--- config.mk ---
export PLATFORM = sky130hd
export DESIGN_NAME = counter_inc_scheduler
export DESIGN_NICKNAME = d
export VERILOG_FILES = /design/src/rtl/counter_sched_pkg.sv /design/src/rtl/rr_arbiter.sv /design/src/rtl/counter_inc_scheduler.sv
export SDC_FILE = /design/constraint.sdc
export NUM_CORES = 1
export LEC_CHECK = 0
export ABC_AREA = 1
export BUFFER_PORTS_ARGS = -buffer_cell sky130_fd_sc_hd__buf_4
export CELL_PAD_IN_SITES_DETAIL_PLACEMENT = 1
export CELL_PAD_IN_SITES_GLOBAL_PLACEMENT = 1
export CORE_MARGIN = 3
export CORE_UTILIZATION = 41
export DETAILED_ROUTE_END_ITERATION = 6
export PLACE_DENSITY_LB_ADDON = 0.1
export SETUP_SLACK_MARGIN = 0.1
export SYNTH_ARGS = -nofsm -noshare
export SYNTH_HDL_FRONTEND = slang
export SYNTH_SLANG_ARGS = --single-unit
export TNS_END_PERCENT = 100
--- constraint.sdc ---
create_clock -name clk -period 4.87 [get_ports clk]
set_clock_uncertainty 0.15 [all_clocks]
set_input_delay 0 -clock clk [delete_from_list [all_inputs] [get_ports clk]]
set_output_delay 0 -clock clk [all_outputs]
set_load 0.01 [all_outputs]
--- src/rtl/counter_sched_pkg.sv ---
// Shared types and default sizing for the increment-counter scheduler.
package counter_sched_pkg;

  localparam int unsigned DEF_NUM_REQ = 4;
  localparam int unsigned DEF_WIDTH   = 4;
  localparam int unsigned DEF_CNT_W   = 8;

  typedef enum logic [1:0] {
    ST_INIT = 2'd0,
    ST_IDLE = 2'd1,
    ST_LOAD = 2'd2,
    ST_INC  = 2'd3
  } sched_state_e;

  // Index width that stays legal for any requester count >= 1.
  function automatic int unsigned idx_width(input int unsigned n);
    return (n > 32'd1) ? $clog2(n) : 32'd1;
  endfunction

endpackage

--- src/rtl/rr_arbiter.sv ---
// Combinational round-robin arbiter: searches from ptr+1 upward with wrap.
module rr_arbiter
  import counter_sched_pkg::*;
#(
  parameter int unsigned N  = DEF_NUM_REQ,
  parameter int unsigned PW = idx_width(N)
) (
  input  logic [N-1:0]  req,
  input  logic [PW-1:0] ptr,
  output logic [N-1:0]  gnt,
  output logic          any,
  output logic [PW-1:0] idx
);

  logic [PW-1:0] cand_s;
  logic          found_s;

  // First requester after the pointer wins; the pointer's own slot is visited last.
  always_comb begin
    gnt     = '0;
    idx     = '0;
    found_s = 1'b0;
    cand_s  = '0;
    for (int i = 1; i <= int'(N); i++) begin
      cand_s = PW'((int'(ptr) + i) % int'(N));
      if (!found_s && req[cand_s]) begin
        found_s     = 1'b1;
        gnt[cand_s] = 1'b1;
        idx         = cand_s;
      end else begin
        found_s = found_s;
      end
    end
    any = found_s;
  end

endmodule

--- src/rtl/counter_inc_scheduler.sv ---
// Arbitrates increments to a 4-bit counter datapath, sequences loads, and
// cross-checks the datapath against a shadow copy.
module counter_inc_scheduler
  import counter_sched_pkg::*;
#(
  parameter int unsigned NUM_REQ = DEF_NUM_REQ,
  parameter int unsigned WIDTH   = DEF_WIDTH,
  parameter int unsigned CNT_W   = DEF_CNT_W
) (
  input  logic               clk,
  input  logic               rst,
  input  logic               load_req,
  input  logic [WIDTH-1:0]   load_val,
  output logic               load_ack,
  input  logic [NUM_REQ-1:0] inc_req,
  output logic [NUM_REQ-1:0] inc_gnt,
  output logic               ctr_rst,
  output logic [WIDTH-1:0]   ctr_ui,
  output logic               ctr_en,
  input  logic [WIDTH-1:0]   ctr_out,
  output logic [WIDTH-1:0]   shadow_v,
  output logic [CNT_W-1:0]   grant_cnt,
  output logic               busy,
  output logic               mismatch,
  input  logic               clr_err
);

  localparam int unsigned PW = idx_width(NUM_REQ);
  localparam logic [CNT_W-1:0] CNT_MAX = {CNT_W{1'b1}};

  sched_state_e        state_r;
  logic [PW-1:0]       ptr_r;
  logic [WIDTH-1:0]    load_val_r;
  logic [WIDTH-1:0]    shadow_v_r;
  logic [CNT_W-1:0]    grant_cnt_r;
  logic                mismatch_r;
  logic                load_ack_r;
  logic [NUM_REQ-1:0]  inc_gnt_r;
  logic                ctr_rst_r;
  logic [WIDTH-1:0]    ctr_ui_r;
  logic                ctr_en_r;
  logic                busy_r;

  logic [NUM_REQ-1:0]  arb_gnt_s;
  logic                arb_any_s;
  logic [PW-1:0]       arb_idx_s;
  logic                take_load_s;
  logic                take_inc_s;

  rr_arbiter #(.N(NUM_REQ), .PW(PW)) u_arb (
    .req (inc_req),
    .ptr (ptr_r),
    .gnt (arb_gnt_s),
    .any (arb_any_s),
    .idx (arb_idx_s)
  );

  // Next-operation decision; LOAD also decides so a request held across a load is granted right after it.
  always_comb begin
    take_load_s = 1'b0;
    take_inc_s  = 1'b0;
    if (state_r == ST_INIT) begin
      take_load_s = 1'b0;
      take_inc_s  = 1'b0;
    end else if (load_req) begin
      take_load_s = 1'b1;
    end else if (arb_any_s) begin
      take_inc_s = 1'b1;
    end else begin
      take_inc_s = 1'b0;
    end
  end

  // FSM with registered datapath strobes; the pointer moves on the grant decision so back-to-back INC rotates.
  always_ff @(posedge clk) begin
    if (rst) begin
      state_r    <= ST_INIT;
      ptr_r      <= PW'(NUM_REQ - 1);
      load_val_r <= '0;
      load_ack_r <= 1'b0;
      inc_gnt_r  <= '0;
      ctr_rst_r  <= 1'b1;
      ctr_ui_r   <= '0;
      ctr_en_r   <= 1'b0;
      busy_r     <= 1'b1;
    end else if (take_load_s) begin
      state_r    <= ST_LOAD;
      load_val_r <= load_val;
      load_ack_r <= 1'b1;
      inc_gnt_r  <= '0;
      ctr_rst_r  <= 1'b1;
      ctr_ui_r   <= load_val;
      ctr_en_r   <= 1'b0;
      busy_r     <= 1'b1;
    end else if (take_inc_s) begin
      state_r    <= ST_INC;
      ptr_r      <= arb_idx_s;
      load_ack_r <= 1'b0;
      inc_gnt_r  <= arb_gnt_s;
      ctr_rst_r  <= 1'b0;
      ctr_ui_r   <= '0;
      ctr_en_r   <= 1'b1;
      busy_r     <= 1'b1;
    end else begin
      state_r    <= ST_IDLE;
      load_ack_r <= 1'b0;
      inc_gnt_r  <= '0;
      ctr_rst_r  <= 1'b0;
      ctr_ui_r   <= '0;
      ctr_en_r   <= 1'b0;
      busy_r     <= 1'b0;
    end
  end

  // Shadow value and grant counter follow the datapath on the edge that ends each operation.
  always_ff @(posedge clk) begin
    if (rst) begin
      shadow_v_r  <= '0;
      grant_cnt_r <= '0;
    end else begin
      case (state_r)
        ST_INIT: begin
          shadow_v_r  <= '0;
          grant_cnt_r <= grant_cnt_r;
        end
        ST_LOAD: begin
          shadow_v_r  <= load_val_r;
          grant_cnt_r <= '0;
        end
        ST_INC: begin
          shadow_v_r  <= shadow_v_r + WIDTH'(1);
          grant_cnt_r <= (grant_cnt_r == CNT_MAX) ? grant_cnt_r : grant_cnt_r + CNT_W'(1);
        end
        default: begin
          shadow_v_r  <= shadow_v_r;
          grant_cnt_r <= grant_cnt_r;
        end
      endcase
    end
  end

  // Sticky compare error; a fresh miscompare beats a coincident clear.
  always_ff @(posedge clk) begin
    if (rst) begin
      mismatch_r <= 1'b0;
    end else if ((state_r != ST_INIT) && (ctr_out != shadow_v_r)) begin
      mismatch_r <= 1'b1;
    end else if (clr_err) begin
      mismatch_r <= 1'b0;
    end else begin
      mismatch_r <= mismatch_r;
    end
  end

  assign load_ack  = load_ack_r;
  assign inc_gnt   = inc_gnt_r;
  assign ctr_rst   = ctr_rst_r;
  assign ctr_ui    = ctr_ui_r;
  assign ctr_en    = ctr_en_r;
  assign shadow_v  = shadow_v_r;
  assign grant_cnt = grant_cnt_r;
  assign busy      = busy_r;
  assign mismatch  = mismatch_r;

endmodule

==> flow_summary_export.csv <==
group,metric,value,unit
yosys,post_synth_and_or_nand_nor_area_fraction,35.8,%
global_route,gr-usage-all-layers,20.3,%
final_layout,fin_cells,350,
worst_setup_path,worst_ep_required_time,4.94,ns
yosys,post_synth.cell_area_avg,7.35,um^2
sta,timing.final.crit_period,2.29,ns
min_path,min_delay_path_depth,7,
placed_design,place.gp.congestion,0.794,
yosys,synth_top_area_cell,"dfxtp_1",
sta,finalWorstSetupSlack,2.58,ns
cts,clockBufferDepth,2,
cts,clock_latency,0.28,ns
global_route,grt_max_degree,14,
global_route,wire_length_of_the_first_global_routing_pass,8450,um
drt,route.vias.total,1794,
cts,post-cts-setup-buffers,0,
yosys,yosys-top-cells-area,"dfxtp_1 37%, nand2_1 11%, nand3_1 7.5%, inv_1 7.1%, ha_1 6.9%",
yosys,netlist_area,1800,um^2
yosys,combinational_family_with_the_most_area_after_synthesis,"simple AND/OR/NAND/NOR gates",
yosys,synth_warnings,0,
drt,detail_route.iter0.violations,74,
final_layout,stdcell_area,2310,um^2
worst_setup_path,worst-setup-path-type,"flip-flop to flip-flop",
worst_setup_path,cell_chain_of_the_critical_path,"inv_2 -> ha_1 -> inv_1 -> nand2_4 -> nand2_4 -> nor2_2 -> a21oi_1 -> nand3_1 -> nand2_1 -> inv_1",
cts,cts_hold_repair.buffers,8,
worst_setup_path,critical_path.reg2reg.endpoint,"inc_gnt[3]",
yosys,synth_fp_nets,271,
floorplanning,fp.coreArea,4120,um^2
floorplanning,die_height,72.3,um
yosys,synth_sequential_area_ratio,36.7,%
worst_setup_path,path_delay_family,"simple AND/OR/NAND/NOR gates",
sta,rsz0062_at_grt,"no",
worst_setup_path,critical_path_arrival,2.36,ns
yosys,synth-compound-area-share,10.6,%
cts,cts-htree-levels,2,
sta,hold-worst-slack,0.143,ns
sta,tightest_slew,0.403,ns
worst_setup_path,r2r_setup_slack,2.58,ns
worst_setup_path,timing.critical_path.depth,10,
cts,tritoncts_num_sinks,33,
placed_design,dp.final_hpwl,3740,um
sta,report.final.setup_viol,0,
sta,clock.fmax,437,MHz
floorplanning,ios,41,
placed_design,dpl-instance-area,2150,um^2
cts,cts_tree,"yes",
floorplanning,die_area,5230,um^2
worst_setup_path,critical-path-slowest-cell,"dfxtp_1",
worst_setup_path,r2r.worst_path.cells,10,
yosys,ys_seq_elements,33,
final_layout,num_antenna_cells,0,
floorplanning,fp-row-count,23,
global_route,antenna_found_initial,0,
worst_setup_path,critical_path_buf_inv_count,3,
final_layout,reg_area,661,um^2
placed_design,placed_cells,334,
min_path,worstHoldPathType,"primary input to flip-flop",
final_layout,filler_cell_count,536,
cts,cts.root.buffer_cell,"clkbuf_8",
sta,worst_slew_margin_rel,73.1,%
yosys,post_synth_fa_ha_maj_area_fraction,6.94,%
worst_setup_path,cp-startpoint,"ptr_r[0]",
pwr,power_density,319,nW/um^2
worst_setup_path,cp_max_fo,11,
global_route,gr-total-overflow,0,
pwr,power.leakage,1.14,nW
floorplanning,dieWidth,72.3,um
drt,detail_route.first_pass.iterations,4,
drt,final_antenna_net_count,0,
sta,fin_setup_tns,0,ns
worst_setup_path,cpPeakStageDelay,0.56,ns
drt,drc,0,
drt,avgRoutedWirePerCell,13.9,um
final_layout,drive_above_1_share,21.7,%
status,run_status,"completed",
cts,cts.clk_slew.worst_paths,0.06,ns
sta,period_share,47.0,%
yosys,cell_variety_after_synth,29,
global_route,first_global_vias,1899,
cts,cts-buffers-inserted,5,
final_layout,design.final.nets,325,
final_layout,flow.area_growth_from_synthesis,28.5,%
placed_design,place_worst_setup_slack,2.59,ns
pwr,ir_drop,0.000156,V
worst_setup_path,endpoint_class_of_the_critical_path,"flip-flop",
final_layout,area_of_combinational_cells_with_multiple_inputs,996,um^2
yosys,synth_top_cell_area_share,36.7,%
floorplanning,floorplan.initialDensity,43.8,%
yosys,synth_xor_area_share,1.94,%
drt,final_wirelength,4880,um
worst_setup_path,critPathLaunchType,"flip-flop",
placed_design,port_buffers,40,
yosys,synthCells,245,
drt,avgViaCountPerCell,5.13,
worst_setup_path,r2r_start,"ptr_r[0]",
cts,cts_resized,0,
sta,timing.final.hold_violations,0,
worst_setup_path,endpoint,"inc_gnt[3]",
sta,report.final.slew_viol_count,0,
yosys,synthMuxAreaShare,0,%
job,max_cap_violations,0,
-- layer usage --
metal | vias to the layer above | track usage (%) | share of wire [%]
met5 | - | 0 | 0
met4 | 0 | 5.01 | 0.78
met3 | 4 | 3.74 | 3.4
met2 | 30 | 36.6 | 51
met1 | 849 | 24.7 | 45
li1 | 911 | - | -
-- sequential cells by signal, summed over array words and instances, names as in the netlist --
register	count
load_val_r	4
busy	1
mismatch	1
inc_gnt	4
load_ack	1
ctr_ui	4
ctr_rst	1
ptr_r	2
ctr_en	1
shadow_v	4
state_r	2
grant_cnt	8
-- placed cells by master, fill, tap and decap left out, types with 3 or more instances in the layout --
master         instances
o21ai_0                9
a21boi_0               4
buf_4                 40
ha_1                  10
nor2_1                16
inv_1                 34
dlygate4sd3_1          8
a21oi_1               15
nand2_4                4
nand2_2                6
clkbuf_8               5
dfxtp_1               33
nand4_1                7
xnor2_1                3
nand3_1               27
nand2_1               54
nor3_1                 3
-- cells by family after synthesis --
family                     count (synthesis)
buffers and inverters                     36
AOI/OAI and AO/OA                         34
and+or+nand+nor                          128
adders and majority gates                 10
xor gates and xnor gates                   4
DFF                                       33
-- synthesized netlist by cell type --
| library cell | number |
|---|---|
| inv_1 | 34 |
| a31oi_1 | 2 |
| nand2_2 | 6 |
| nor2_1 | 16 |
| a31o_2 | 1 |
| a21oi_1 | 15 |
| o21ai_0 | 9 |
| nand2_1 | 54 |
| nand3_1 | 27 |
| nand3_4 | 1 |
| and3_1 | 2 |
| nor2_2 | 1 |
| nand3_2 | 1 |
| o22ai_1 | 2 |
| nand2_4 | 4 |
| xor2_1 | 1 |
| nand4_1 | 7 |
| nor3_1 | 3 |
| a21boi_0 | 4 |
| nor2_4 | 1 |
| ha_1 | 10 |
| nand3b_1 | 2 |
| xnor2_1 | 3 |
| o31ai_1 | 1 |
| dfxtp_1 | 33 |
| clkbuf_8 | 1 |
| or2_2 | 2 |
| nor2_8 | 1 |
| inv_2 | 1 |
-- through the flow --
step	utilization [%]	power, mW
after floorplan	-	0.469
after global placement	52.3	0.530
after detailed placement	52.3	0.539
after CTS	56.2	0.745
after global routing	56.2	0.785
final	56.2	0.738
-- how the worst min path moves through the flow --
stage	startpoint	end
after floorplan	rst	load_ack
after global placement	load_val[1]	ctr_ui[1]
after detailed placement	load_val[1]	ctr_ui[1]
after CTS	inc_req[1]	ptr_r[1]
after global routing	inc_req[2]	busy
final	inc_req[0]	busy
-- worst reg2reg max path: stages (launching register included) --
cell     delay (ns)
dfxtp_1        0.56
inv_2          0.20
ha_1           0.41
inv_1          0.12
nand2_4        0.12
nand2_4        0.09
nor2_2         0.24
a21oi_1        0.15
nand3_1        0.11
nand2_1        0.05
inv_1          0.04
-- final cells by class --
cell class | count | area share (%)
multi-input combinational | 176 | 43.0
tap | 50 | 2.70
inverter | 35 | 5.68
clock inverter | 1 | 0.324
clock buffer | 7 | 3.30
sequential | 33 | 28.5
timing repair buffer | 48 | 16.4
-- where the power goes --
group	switching [mW]	leakage (nW)	internal, mW
clock network	0.0981	0.0385	0.101
logic	0.150	0.837	0.0860
registers	0.0166	0.270	0.286
total	0.265	1.14	0.473
Note: power is estimated with default switching activity, not from simulation.
